==> src/rtl/smpl_trigger_ctrl.sv <==
// smpl_trigger_ctrl: decimating level/edge trigger sequencer streaming SIZE samples to the renderer FIFO
// Optional macro SMPL_TRIG_AUTO_EN: force a trigger after AUTO decimated ticks spent in Wait
module smpl_trigger_ctrl #(
    parameter int SN   = 8,
    parameter int SIZE = 64,
    parameter int DW   = 16,
    parameter int AUTO = 4096
) (
    input  logic          clkSmpl,
    input  logic          n_reset,
    input  logic          adc_valid,
    input  logic [SN-1:0] adc,
    input  logic          arm,
    input  logic          abort,
    input  logic [DW-1:0] cfg_div,
    input  logic [DW-1:0] cfg_holdoff,
    input  logic [SN-1:0] cfg_level,
    input  logic          cfg_edge,
    input  logic          smpl_req,
    output logic          smpl_valid,
    output logic [SN-1:0] smpl,
    output logic          busy,
    output logic          triggered,
    output logic          trig_auto
);
    localparam int CW = $clog2(SIZE + 1);
    typedef enum logic [1:0] {IDLE, HOLD, WAIT, STRM} state_t;
    state_t state, state_nx;
    logic [DW-1:0] dcnt, hcnt;
    logic [SN-1:0] prev;
    logic [CW-1:0] cnt, cnt_inc;
    logic pvld, tick, hit, fire, deliver, auto_fire, track;

    assign tick    = adc_valid && dcnt == '0;
    assign track   = tick && (state == HOLD || state == WAIT);
    assign hit     = pvld && (cfg_edge ? (prev > cfg_level && adc <= cfg_level)
                                       : (prev < cfg_level && adc >= cfg_level));
    assign fire    = state == WAIT && tick && (hit || auto_fire);
    assign deliver = !abort && tick && smpl_req && (state == STRM || fire);
    assign cnt_inc = cnt + 1'b1;

    // Next state: abort wins, then frame completion, then the normal sequence
    always_comb begin
        state_nx = state;
        if (abort)
            state_nx = IDLE;
        else if (deliver && cnt_inc == CW'(SIZE))
            state_nx = IDLE;
        else if (state == IDLE && arm)
            state_nx = HOLD;
        else if (state == HOLD && hcnt == '0)
            state_nx = WAIT;
        else if (fire)
            state_nx = STRM;
    end

    // State, counters, trigger history and registered outputs
    always_ff @(posedge clkSmpl or negedge n_reset) begin
        if (!n_reset) begin
            state      <= IDLE;
            dcnt       <= '0;
            hcnt       <= '0;
            prev       <= '0;
            pvld       <= 1'b0;
            cnt        <= '0;
            smpl_valid <= 1'b0;
            smpl       <= '0;
            busy       <= 1'b0;
            triggered  <= 1'b0;
        end else begin
            state      <= state_nx;
            dcnt       <= (state == IDLE) ? '0 : tick ? cfg_div : adc_valid ? dcnt - 1'b1 : dcnt;
            hcnt       <= (state == IDLE) ? cfg_holdoff
                        : (state == HOLD && tick && hcnt != '0) ? hcnt - 1'b1 : hcnt;
            prev       <= track ? adc : prev;
            pvld       <= (state == IDLE) ? 1'b0 : track ? 1'b1 : pvld;
            cnt        <= (state == IDLE) ? '0 : deliver ? cnt_inc : cnt;
            smpl_valid <= deliver;
            smpl       <= deliver ? adc : smpl;
            busy       <= state_nx != IDLE;
            triggered  <= state_nx == STRM;
        end
    end

`ifdef SMPL_TRIG_AUTO_EN
    localparam int AW = $clog2(AUTO + 1);
    logic [AW-1:0] acnt;
    logic auto_q;

    assign auto_fire = tick && acnt == AW'(AUTO);
    assign trig_auto = auto_q;

    // Count Wait ticks toward the timeout and flag captures started by the timeout
    always_ff @(posedge clkSmpl or negedge n_reset) begin
        if (!n_reset) begin
            acnt   <= '0;
            auto_q <= 1'b0;
        end else begin
            acnt   <= (state != WAIT) ? '0 : (tick && acnt != AW'(AUTO)) ? acnt + 1'b1 : acnt;
            auto_q <= (state_nx == IDLE) ? 1'b0
                    : (fire && !hit && state_nx == STRM) ? 1'b1 : auto_q;
        end
    end
`else
    assign auto_fire = 1'b0;
    assign trig_auto = 1'b0;
`endif
endmodule

==> config.mk <==
export PLATFORM = sky130hd
export DESIGN_NAME = smpl_trigger_ctrl
export DESIGN_NICKNAME = d
export VERILOG_FILES = /design/src/rtl/smpl_trigger_ctrl.sv
export SDC_FILE = /design/constraint.sdc
export NUM_CORES = 1
export LEC_CHECK = 0
export CAP_MARGIN = 20
export CORE_ASPECT_RATIO = 0.5
export CORE_MARGIN = 8
export CORE_UTILIZATION = 36
export DETAILED_ROUTE_END_ITERATION = 16
export PLACE_DENSITY = 0.64
export SLEW_MARGIN = 20
export SYNTH_ARGS = -nofsm -noshare
export SYNTH_HDL_FRONTEND = slang
export SYNTH_SLANG_ARGS = --single-unit
==> constraint.sdc <==
create_clock -name clkSmpl -period 7.35 [get_ports clkSmpl]
set_input_delay 0.735 -clock clkSmpl [delete_from_list [all_inputs] [get_ports clkSmpl]]
set_output_delay 0.735 -clock clkSmpl [all_outputs]
set_load 0.02 [all_outputs]
==> results_dict.tcl, run 1 <==
set metrics [dict create \
    antenna_found_initial 0 \
    end_kind "flop" \
    dieArea_mm2 0.0140 \
    busiest_layer "met2" \
    fmax_mhz 296 \
    synth_flop_cell "dfrtp_1" \
    synth_cell_types 53 \
    power.density_mw_per_mm2 224 \
    grtUsageMet2 0.226 \
    skew_ns 0.00536 \
    rsz0062_at_grt "no" \
    cp_slowest_cell "clkdlybuf4s50_1" \
    grt_util_met3 0.0455 \
    cp-start-kind "primary input" \
    drtIter0Drc 191 \
    clockRootBuffer "clkbuf_16" \
    crit_chain "clkdlybuf4s50_1 -> inv_1 -> ha_1 -> nor2b_1 -> o211ai_1 -> a21oi_1 -> or3_1 -> o221a_2 -> nor3_4 -> mux2_2" \
    period_minus_slack_ns 3.38 \
    drv_cap 0 \
    ff2ff_path_depth 9 \
    ys_ff_latch 61 \
    grt_max_degree 62 \
    dp_hpwl_mm 6.17 \
    ys_seq_area_frac 0.413 \
    met1_usage 0.160 \
    cp_max_fo 17 \
    cts.clk_slew.worst_paths_ns 0.05 \
    cts_setup_buffers 0 \
    r2r_start "dcnt[0]" \
    cts_tree "yes" \
    vdd_drop_max_uv 99.6 \
    first_global_vias 3184 \
    crit_path_start "cfg_level[1]" \
    overflow 0 \
    critical_path_arrival_ns 3.59 \
    routed_wl_mm 8.58 \
    cts_buffers 9 \
    synthToLayoutAreaGrowth_pct 28.7 \
    insertedDiodeCount 0 \
    ys_warn_count 0 \
    ant_nets 0 \
    hold_path_class "reg2reg" \
    place_congestion 0.816 \
    synth_nets 477 \
    netlist_top_cells_area "dfrtp_1 41%, ha_1 8.1%, mux2_2 5.2%" \
    fin_crit_sh 0.460 \
    required_ns 7.56 \
    tns_ns 0 \
    htree_levels 3 \
    clockBufferDepth 2 \
    rr_endpoint "cnt[4]" \
    initial_core_util 0.367 \
    drive_gt1_frac 0.0940 \
    slew_viol_final 0 \
    holdBufCountCts 0 \
    synth_edf_count 0 \
    dr_total_vias 3078 \
    syn_inst 398 \
    io_buffers 65 \
    leakagePower_nw 1.97 \
    final_cell_mix "64 x clkdlybuf4s50_1, 61 x dfrtp_1, 43 x nand2_1, 30 x a21oi_1, 29 x nor2_1" \
    outcome "complete, no violations" \
    crit_type "in2reg" \
    cp-endpoint "smpl[4]" \
    r2r_slack_ns 4.42 \
    netlist_area_mm2 0.00370 \
    wire_per_inst_um 14.1 \
    grt.total_usage 0.133 \
    drtPass1Iterations 4 \
    max-slew-margin-rel 0.322 \
    postSynthAreaPerCell_um2 9.29 \
    yosysTopAreaCell "dfrtp_1" \
    insertion_delay_ns 0.33 \
    clock_sinks 61 \
    die_x_um 159 \
    cpPeakStageDelay_ns 0.45 \
    finalSetupViolCount 0 \
    layout_commonest_cell "clkdlybuf4s50_1" \
    async_reset_ff_frac 1.00 \
    layout.nets 542 \
    final_hold_viol_count 0 \
    via_per_inst 5.06 \
    core_mm2 0.0101 \
    die_h_um 87.7 \
    drc 0 \
    power_mw 1.06 \
    synth_top_area_frac 0.413 \
    grt_pass1_wl_mm 15.2 \
    worst_pin_slew_ns 1.02 \
    rows 26 \
    io_pins 67 \
    ctsResizeCount 0 \
]
-- critical path, delay by kind of cell --
family	cells	cell delay, ns
AO/OA/AOI/OAI	3	0.69
buffers and inverters	2	0.51
adder cells (fa/ha/maj)	1	0.30
AND/OR/NAND/NOR	3	0.95
multiplexers	1	0.39
-- stage by stage --
step / worst slack [ns] / cells / cell area, um^2 / hold slack, ns / utilization
detailed placement: 3.61 / 592 / 4490 / 0.484 / 0.445
global placement: 3.65 / 592 / 4490 / 0.468 / 0.445
CTS: 3.94 / 608 / 4760 / 0.496 / 0.472
global route: 3.78 / 608 / 4760 / 0.526 / 0.472
finish: 3.97 / 608 / 4760 / 0.491 / 0.472
floorplan: 4.42 / 398 / 3700 / 0.439 / -
-- state kept, by name (all words and copies together) (netlist names) --
name / cells
busy: 1
prev: 8
pvld: 1
state: 2
smpl: 8
dcnt: 16
triggered: 1
smpl_valid: 1
hcnt: 16
cnt: 7
-- layer usage --
layer | wire length, um | vias to the layer above
met1 | 4080 | 1441
met4 | 74 | 0
met2 | 4060 | 58
li1 | - | 1573
met3 | 375 | 6
met5 | 0 | -
-- where the power goes --
| part | internal [mW] | total (mW) | switching (mW) | leakage [nW] |
|---|---|---|---|---|
| sequential | 0.378 | 0.412 | 0.0340 | 0.798 |
| combinational | 0.127 | 0.267 | 0.139 | 1.04 |
| clock | 0.246 | 0.385 | 0.139 | 0.134 |
| total | 0.752 | 1.06 | 0.313 | 1.97 |
-- kinds of logic after synthesis --
family                   synth area share
flip-flops                          0.413
other                             0.00101
adder cells (fa/ha/maj)            0.0812
multiplexers                       0.0599
XOR/XNOR                           0.0379
AO/OA/AOI/OAI                       0.158
AND/OR/NAND/NOR                     0.208
buffers and inverters              0.0409
-- how the worst min path moves through the flow --
stage	to	start	depth (start not counted)	slack (ns)
floorplan	busy	n_reset	0	0.44
global placement	prev[0]	prev[0]	2	0.47
detailed placement	pvld	pvld	2	0.48
CTS	pvld	pvld	2	0.50
global route	prev[1]	prev[1]	1	0.53
finish	pvld	pvld	2	0.49
-- area by class of cell --
type                            instances  area, um^2
Sequential cell                        61        1530
Fill cell                             968        5330
Clock inverter                          1        5.00
Tap cell                              140         175
Inverter                               25        93.8
Timing Repair Buffer                   68         668
Clock buffer                           15         268
Multi-Input combinational cell        298        2020
-- synthesized netlist by cell type, types with 2 or more instances --
cell type	n
dfrtp_1	61
nand2_1	43
a21oi_1	30
nor2_1	29
o21ai_0	27
inv_1	25
ha_1	24
mux2_2	17
xnor2_1	13
clkbuf_1	12
nor3_1	12
nand3_1	11
o31ai_1	8
a211oi_1	7
nand4_1	7
or4_1	7
nand2b_1	6
nor4_1	6
o22ai_1	4
a221oi_1	3
mux2i_1	3
o211ai_1	3
or3_1	3
xor2_1	3
a22oi_1	2
and2_1	2
nor2b_1	2
nor4_2	2
o21ai_1	2
Note: power is estimated with default switching activity, not from simulation.
==> inputs of run 2 (changes only) <==
==> constraint.sdc (replaced) <==
create_clock -name clkSmpl -period 3.29 [get_ports clkSmpl]
set_input_delay 0.329 -clock clkSmpl [delete_from_list [all_inputs] [get_ports clkSmpl]]
set_output_delay 0.329 -clock clkSmpl [all_outputs]
set_load 0.02 [all_outputs]
==> run 2 against run 1 <==
  * First-iteration DRC count is 36% lower
  * Clock power grew to 3.0 times the previous value
  * Setup slack worse by 3.6 ns
  * Clock-buffer cell count is 2 lower
  * Combinational power is 130% higher
  * Routed wire length is 3.6% higher
  * Total power grew to 2.5 times the previous value
  * Worst hold slack worse by 0.44 ns
  * Clock skew is 0.0033 ns higher
  * Via count is 1.4% higher
  * Flip-flop and latch count stayed put
  * Critical path type is now reg2reg
  * Critical endpoint is now cnt[5]
==> results_dict.tcl, run 2 (synthesis gave the netlist of run 1 again) <==
set metrics [dict create \
    reg_top3 "dcnt: 16 flops, hcnt: 16 flops" \
    cp-start-kind "flop" \
    layout.nets 549 \
    crit_type "reg2reg" \
    rsz0062_at_grt "no" \
    insertion_delay_ns 0.34 \
    die_h_um 87.7 \
    setup_slack_ns 0.418 \
    clockRootBuffer "clkbuf_16" \
    grt_util_met3 0.0432 \
    holdBufCountCts 0 \
    cts_tree "yes" \
    antenna_found_initial 0 \
    layout_commonest_cell "clkdlybuf4s50_1" \
    rr_endpoint "cnt[5]" \
    cp_max_fo 15 \
    initial_core_util 0.367 \
    r2r_slack_ns 0.42 \
    vdd_drop_max_uv 246 \
    met1_usage 0.163 \
    grtUsageMet2 0.222 \
    skew_ns 0.00870 \
    clockBufferDepth 2 \
    drtPass1Iterations 4 \
    ctsResizeCount 0 \
    crit_family "simple AND/OR/NAND/NOR gates" \
    leakagePower_nw 2.05 \
    crit_chain "inv_1 -> ha_1 -> nor4b_2 -> nand4_1 -> nor4b_4 -> buf_4 -> nand3_2 -> or4_1 -> a21oi_1" \
    dieArea_mm2 0.0140 \
    outcome "complete, no violations" \
    synthToLayoutAreaGrowth_pct 32.5 \
    sw_frac_of_total 0.273 \
    cts_setup_buffers 0 \
    grt_pass1_wl_mm 15.3 \
    hold_path_class "in2async" \
    p_sw_uw 727 \
    drive_gt1_frac 0.114 \
    cpPeakStageDelay_ns 0.54 \
    ff2ff_path_depth 9 \
    fin_crit_sh 0.873 \
    cp_slowest_cell "or4_1" \
    clockPowerShare 0.428 \
    cts.clk_slew.worst_paths_ns 0.06 \
    p_int_mw 1.94 \
    busiest_layer "met2" \
    rows 26 \
    place_ws_ns 0.136 \
    fmax_mhz 348 \
    final_hold_viol_count 0 \
    slew_viol_final 0 \
    drtIter0Drc 123 \
    die_x_um 159 \
    dr_total_vias 3120 \
    routed_wl_mm 8.90 \
    required_ns 3.54 \
    pwr-share-comb 0.228 \
    final_cell_mix "64 x clkdlybuf4s50_1, 61 x dfrtp_1, 43 x nand2_1, 30 x a21oi_1, 29 x nor2_1" \
    finalSetupViolCount 0 \
    max-slew-margin-rel 0.516 \
    power.share.sequential 0.344 \
    insertedDiodeCount 0 \
    htree_levels 3 \
    dp_hpwl_mm 6.48 \
    overflow 0 \
    io_pins 67 \
    end_kind "flop" \
    cts_buffers 9 \
    fill_cells 958 \
    tns_ns 0 \
    clock_sinks 61 \
    place_congestion 0.788 \
    worst_pin_slew_ns 0.725 \
    ant_nets 0 \
    drv_cap 0 \
    grt_max_degree 37 \
    drc 0 \
    io_buffers 65 \
    power.density_mw_per_mm2 544 \
    core_mm2 0.0101 \
    via_per_inst 5.07 \
    wire_per_inst_um 14.5 \
    critical_path_buf_inv_count 2 \
    period_minus_slack_ns 2.87 \
    first_global_vias 3165 \
    grt.total_usage 0.133 \
    r2r_start "dcnt[0]" \
    critical_path_arrival_ns 3.12 \
]
==> run 2: worst max-delay path by stage <==
| stage | slack [ns] | startpoint | depth (start not counted) | to |
|---|---|---|---|---|
| 2_1_floorplan | 0.66 | dcnt[0] | 8 | smpl[0] |
| 3_3_place_gp | 0.18 | cfg_level[1] | 11 | smpl[1] |
| 3_5_place_dp | 0.14 | cfg_level[1] | 11 | smpl[5] |
| 4_1_cts | 0.43 | dcnt[0] | 9 | cnt[5] |
| 5_1_grt | 0.10 | dcnt[0] | 9 | dcnt[11] |
| 6_report | 0.42 | dcnt[0] | 9 | cnt[5] |
==> run 2: power groups by stage <==
stage               logic (mW)  clock network (mW)  registers, mW
detailed placement       0.601                   0          0.929
global placement         0.595                   0          0.927
CTS                      0.612                1.16          0.918
global route             0.699                1.19          0.933
finish                   0.609                1.14          0.917
floorplan                0.419                   0          0.913
==> run 2: stage by stage <==
| step | power (mW) | hold WS (ns) | instances | instance area (um^2) | util |
|---|---|---|---|---|---|
| after floorplan | 1.33 | 0.0334 | 398 | 3700 | - |
| after detailed placement | 1.53 | 0.425 | 599 | 4540 | 0.450 |
| after global placement | 1.52 | 0.429 | 599 | 4540 | 0.450 |
| final | 2.67 | 0.0530 | 615 | 4900 | 0.486 |
| after global routing | 2.83 | 0.110 | 615 | 4900 | 0.486 |
| after CTS | 2.69 | 0.0742 | 615 | 4900 | 0.486 |
==> run 2: cell type report <==
cell class / count / area [um^2] / area share
clock buffers: 13 / 270 / 0.0552
clock inverters: 3 / 90.1 / 0.0184
inverters: 25 / 93.8 / 0.0192
multi-input cells: 298 / 2020 / 0.413
flip-flops and latches: 61 / 1530 / 0.312
well taps: 140 / 175 / 0.0358
repair buffers: 75 / 721 / 0.147
==> run 2: routing by layer <==
layer / wire (um) / vias to the layer above
met4: 111 / 0
met5: 0 / -
met1: 4280 / 1479
met2: 4110 / 50
met3: 395 / 9
li1: - / 1582
==> inputs of run 3 (changes only) <==
--- a/config.mk
+++ b/config.mk
@@ -10,7 +10,7 @@
 export CORE_MARGIN = 8
 export CORE_UTILIZATION = 36
 export DETAILED_ROUTE_END_ITERATION = 16
-export PLACE_DENSITY = 0.64
+export PLACE_DENSITY = 0.55
 export SLEW_MARGIN = 20
 export SYNTH_ARGS = -nofsm -noshare
 export SYNTH_HDL_FRONTEND = slang
==> run 3 against run 2 <==
  * The run now ends with hold timing left
  * Via count is 0.42% lower
  * Worst hold slack worse by 0.059 ns
  * Clock skew is 0.0028 ns lower
  * Largest cell class unchanged
==> results_dict.tcl, run 3 (synthesis gave the netlist of run 1 again) <==
set metrics [dict create \
    reg_top3 "dcnt: 16 flops, hcnt: 16 flops" \
    pwr-share-comb 0.242 \
    whs_ns -0.00631 \
    multi_input_area_mm2 0.00202 \
    clockBufferDepth 2 \
    fill_cells 983 \
    skew_ns 0.00589 \
    grt_max_degree 36 \
    antenna_found_initial 0 \
    outcome "complete, but fails checks" \
    grt_pass1_wl_mm 15.0 \
    initial_core_util 0.367 \
    insertedDiodeCount 0 \
    rr_endpoint "cnt[3]" \
    place_congestion 0.771 \
    vdd_drop_max_uv 259 \
    r2r_start "dcnt[0]" \
    hold_path_class "in2async" \
    worst_pin_slew_ns 0.643 \
    end_kind "flop" \
    dp_hpwl_mm 6.45 \
    io_pins 67 \
    cts_buffers 9 \
    clockPowerShare 0.390 \
    routed_wl_mm 8.66 \
    die_h_um 87.7 \
    clock_sinks 61 \
    cts_tree "yes" \
    finalSetupViolCount 0 \
    core_mm2 0.0101 \
    power_mw 2.50 \
    clockRootBuffer "clkbuf_16" \
    rsz0062_at_grt "no" \
    layout.nets 550 \
    violations "hold timing" \
    synthToLayoutAreaGrowth_pct 31.4 \
    r2r_slack_ns 0.46 \
    fmax_mhz 346 \
    p_int_mw 1.78 \
    leakagePower_nw 2.03 \
    first_global_vias 3115 \
    holdBufCountCts 0 \
    power.share.sequential 0.368 \
    cts.clk_slew.worst_paths_ns 0.05 \
    drv_cap 0 \
    insertion_delay_ns 0.33 \
    slew_viol_final 0 \
    seq_area_mm2 0.00153 \
    critical_path_arrival_ns 3.10 \
    via_per_inst 5.04 \
    sw_frac_of_total 0.286 \
    drc 0 \
    power.density_mw_per_mm2 514 \
    fin_crit_sh 0.878 \
    htree_levels 3 \
    rows 26 \
    required_ns 3.50 \
    tns_ns 0 \
    drtIter0Drc 180 \
    drtPass1Iterations 5 \
    die_x_um 159 \
    p_sw_uw 713 \
    dr_total_vias 3107 \
    crit_type "in2reg" \
    fin_area_mm2 0.00486 \
    dpl_cell_area_mm2 0.00455 \
    layout_commonest_cell "clkdlybuf4s50_1" \
    final_cell_mix "64 x clkdlybuf4s50_1, 61 x dfrtp_1, 43 x nand2_1, 30 x a21oi_1, 29 x nor2_1" \
    cts_setup_buffers 0 \
    grt.total_usage 0.132 \
    period_minus_slack_ns 2.89 \
    max-slew-margin-rel 0.571 \
    cp_max_fo 17 \
    wire_per_inst_um 14.1 \
    dieArea_mm2 0.0140 \
    overflow 0 \
    ff2ff_path_depth 9 \
    ant_nets 0 \
    cp-start-kind "primary input" \
    drive_gt1_frac 0.116 \
    io_buffers 65 \
    final_hold_viol_count 7 \
    ctsResizeCount 0 \
]
-- run 3: cell types whose count changed in the layout (fill, tap and decap cells not counted), sizes merged --
cell / change
clkinv: +1
buf: +1
clkinvlp: +1
bufinv: -2
-- run 3: worst max-delay path, stage by stage --
cell             delay [ns]
clkdlybuf4s50_1        0.46
inv_1                  0.05
ha_1                   0.30
nor2b_1                0.13
o211ai_1               0.17
a21oi_1                0.11
or3_1                  0.37
o221a_2                0.41
nor3_4                 0.23
buf_4                  0.18
mux2_2                 0.34
-- run 3: worst max path at each step --
stage | start | cells past startpoint | endpoint
2_1_floorplan | dcnt[0] | 8 | smpl[0]
3_3_place_gp | cfg_level[1] | 11 | smpl[5]
3_5_place_dp | cfg_level[1] | 11 | smpl[2]
4_1_cts | cfg_level[1] | 11 | smpl[2]
5_1_grt | dcnt[0] | 9 | cnt[5]
6_report | cfg_level[1] | 11 | smpl[2]
-- run 3: power by group through the flow --
stage | logic (mW) | clock network, mW | registers (mW)
2_1_floorplan | 0.419 | 0 | 0.913
3_3_place_gp | 0.600 | 0 | 0.930
3_5_place_dp | 0.609 | 0 | 0.930
4_1_cts | 0.613 | 1.00 | 0.918
5_1_grt | 0.692 | 1.04 | 0.932
6_report | 0.605 | 0.975 | 0.918
-- run 3: stage by stage --
stage / util / instances / setup WS [ns]
global placement: 0.451 / 600 / 0.113
detailed placement: 0.451 / 600 / 0.0476
floorplan: - / 398 / 0.658
CTS: 0.482 / 616 / 0.389
finish: 0.482 / 616 / 0.403
global route: 0.482 / 616 / 0.131
-- run 3: routing by layer --
metal,vias up,routed length (um),GRT usage
met4,0,122,0.0476
met5,-,0,0
met2,59,3820,0.206
met1,1453,4340,0.171
li1,1587,-,-
met3,8,373,0.0389
-- run 3: layout make-up --
cell class / instances / area share
flip-flops and latches: 61 / 0.314
inverters: 25 / 0.0193
multi-input cells: 298 / 0.416
clock inverters: 3 / 0.00876
repair buffers: 76 / 0.150
clock buffers: 13 / 0.0556
well taps: 140 / 0.0361
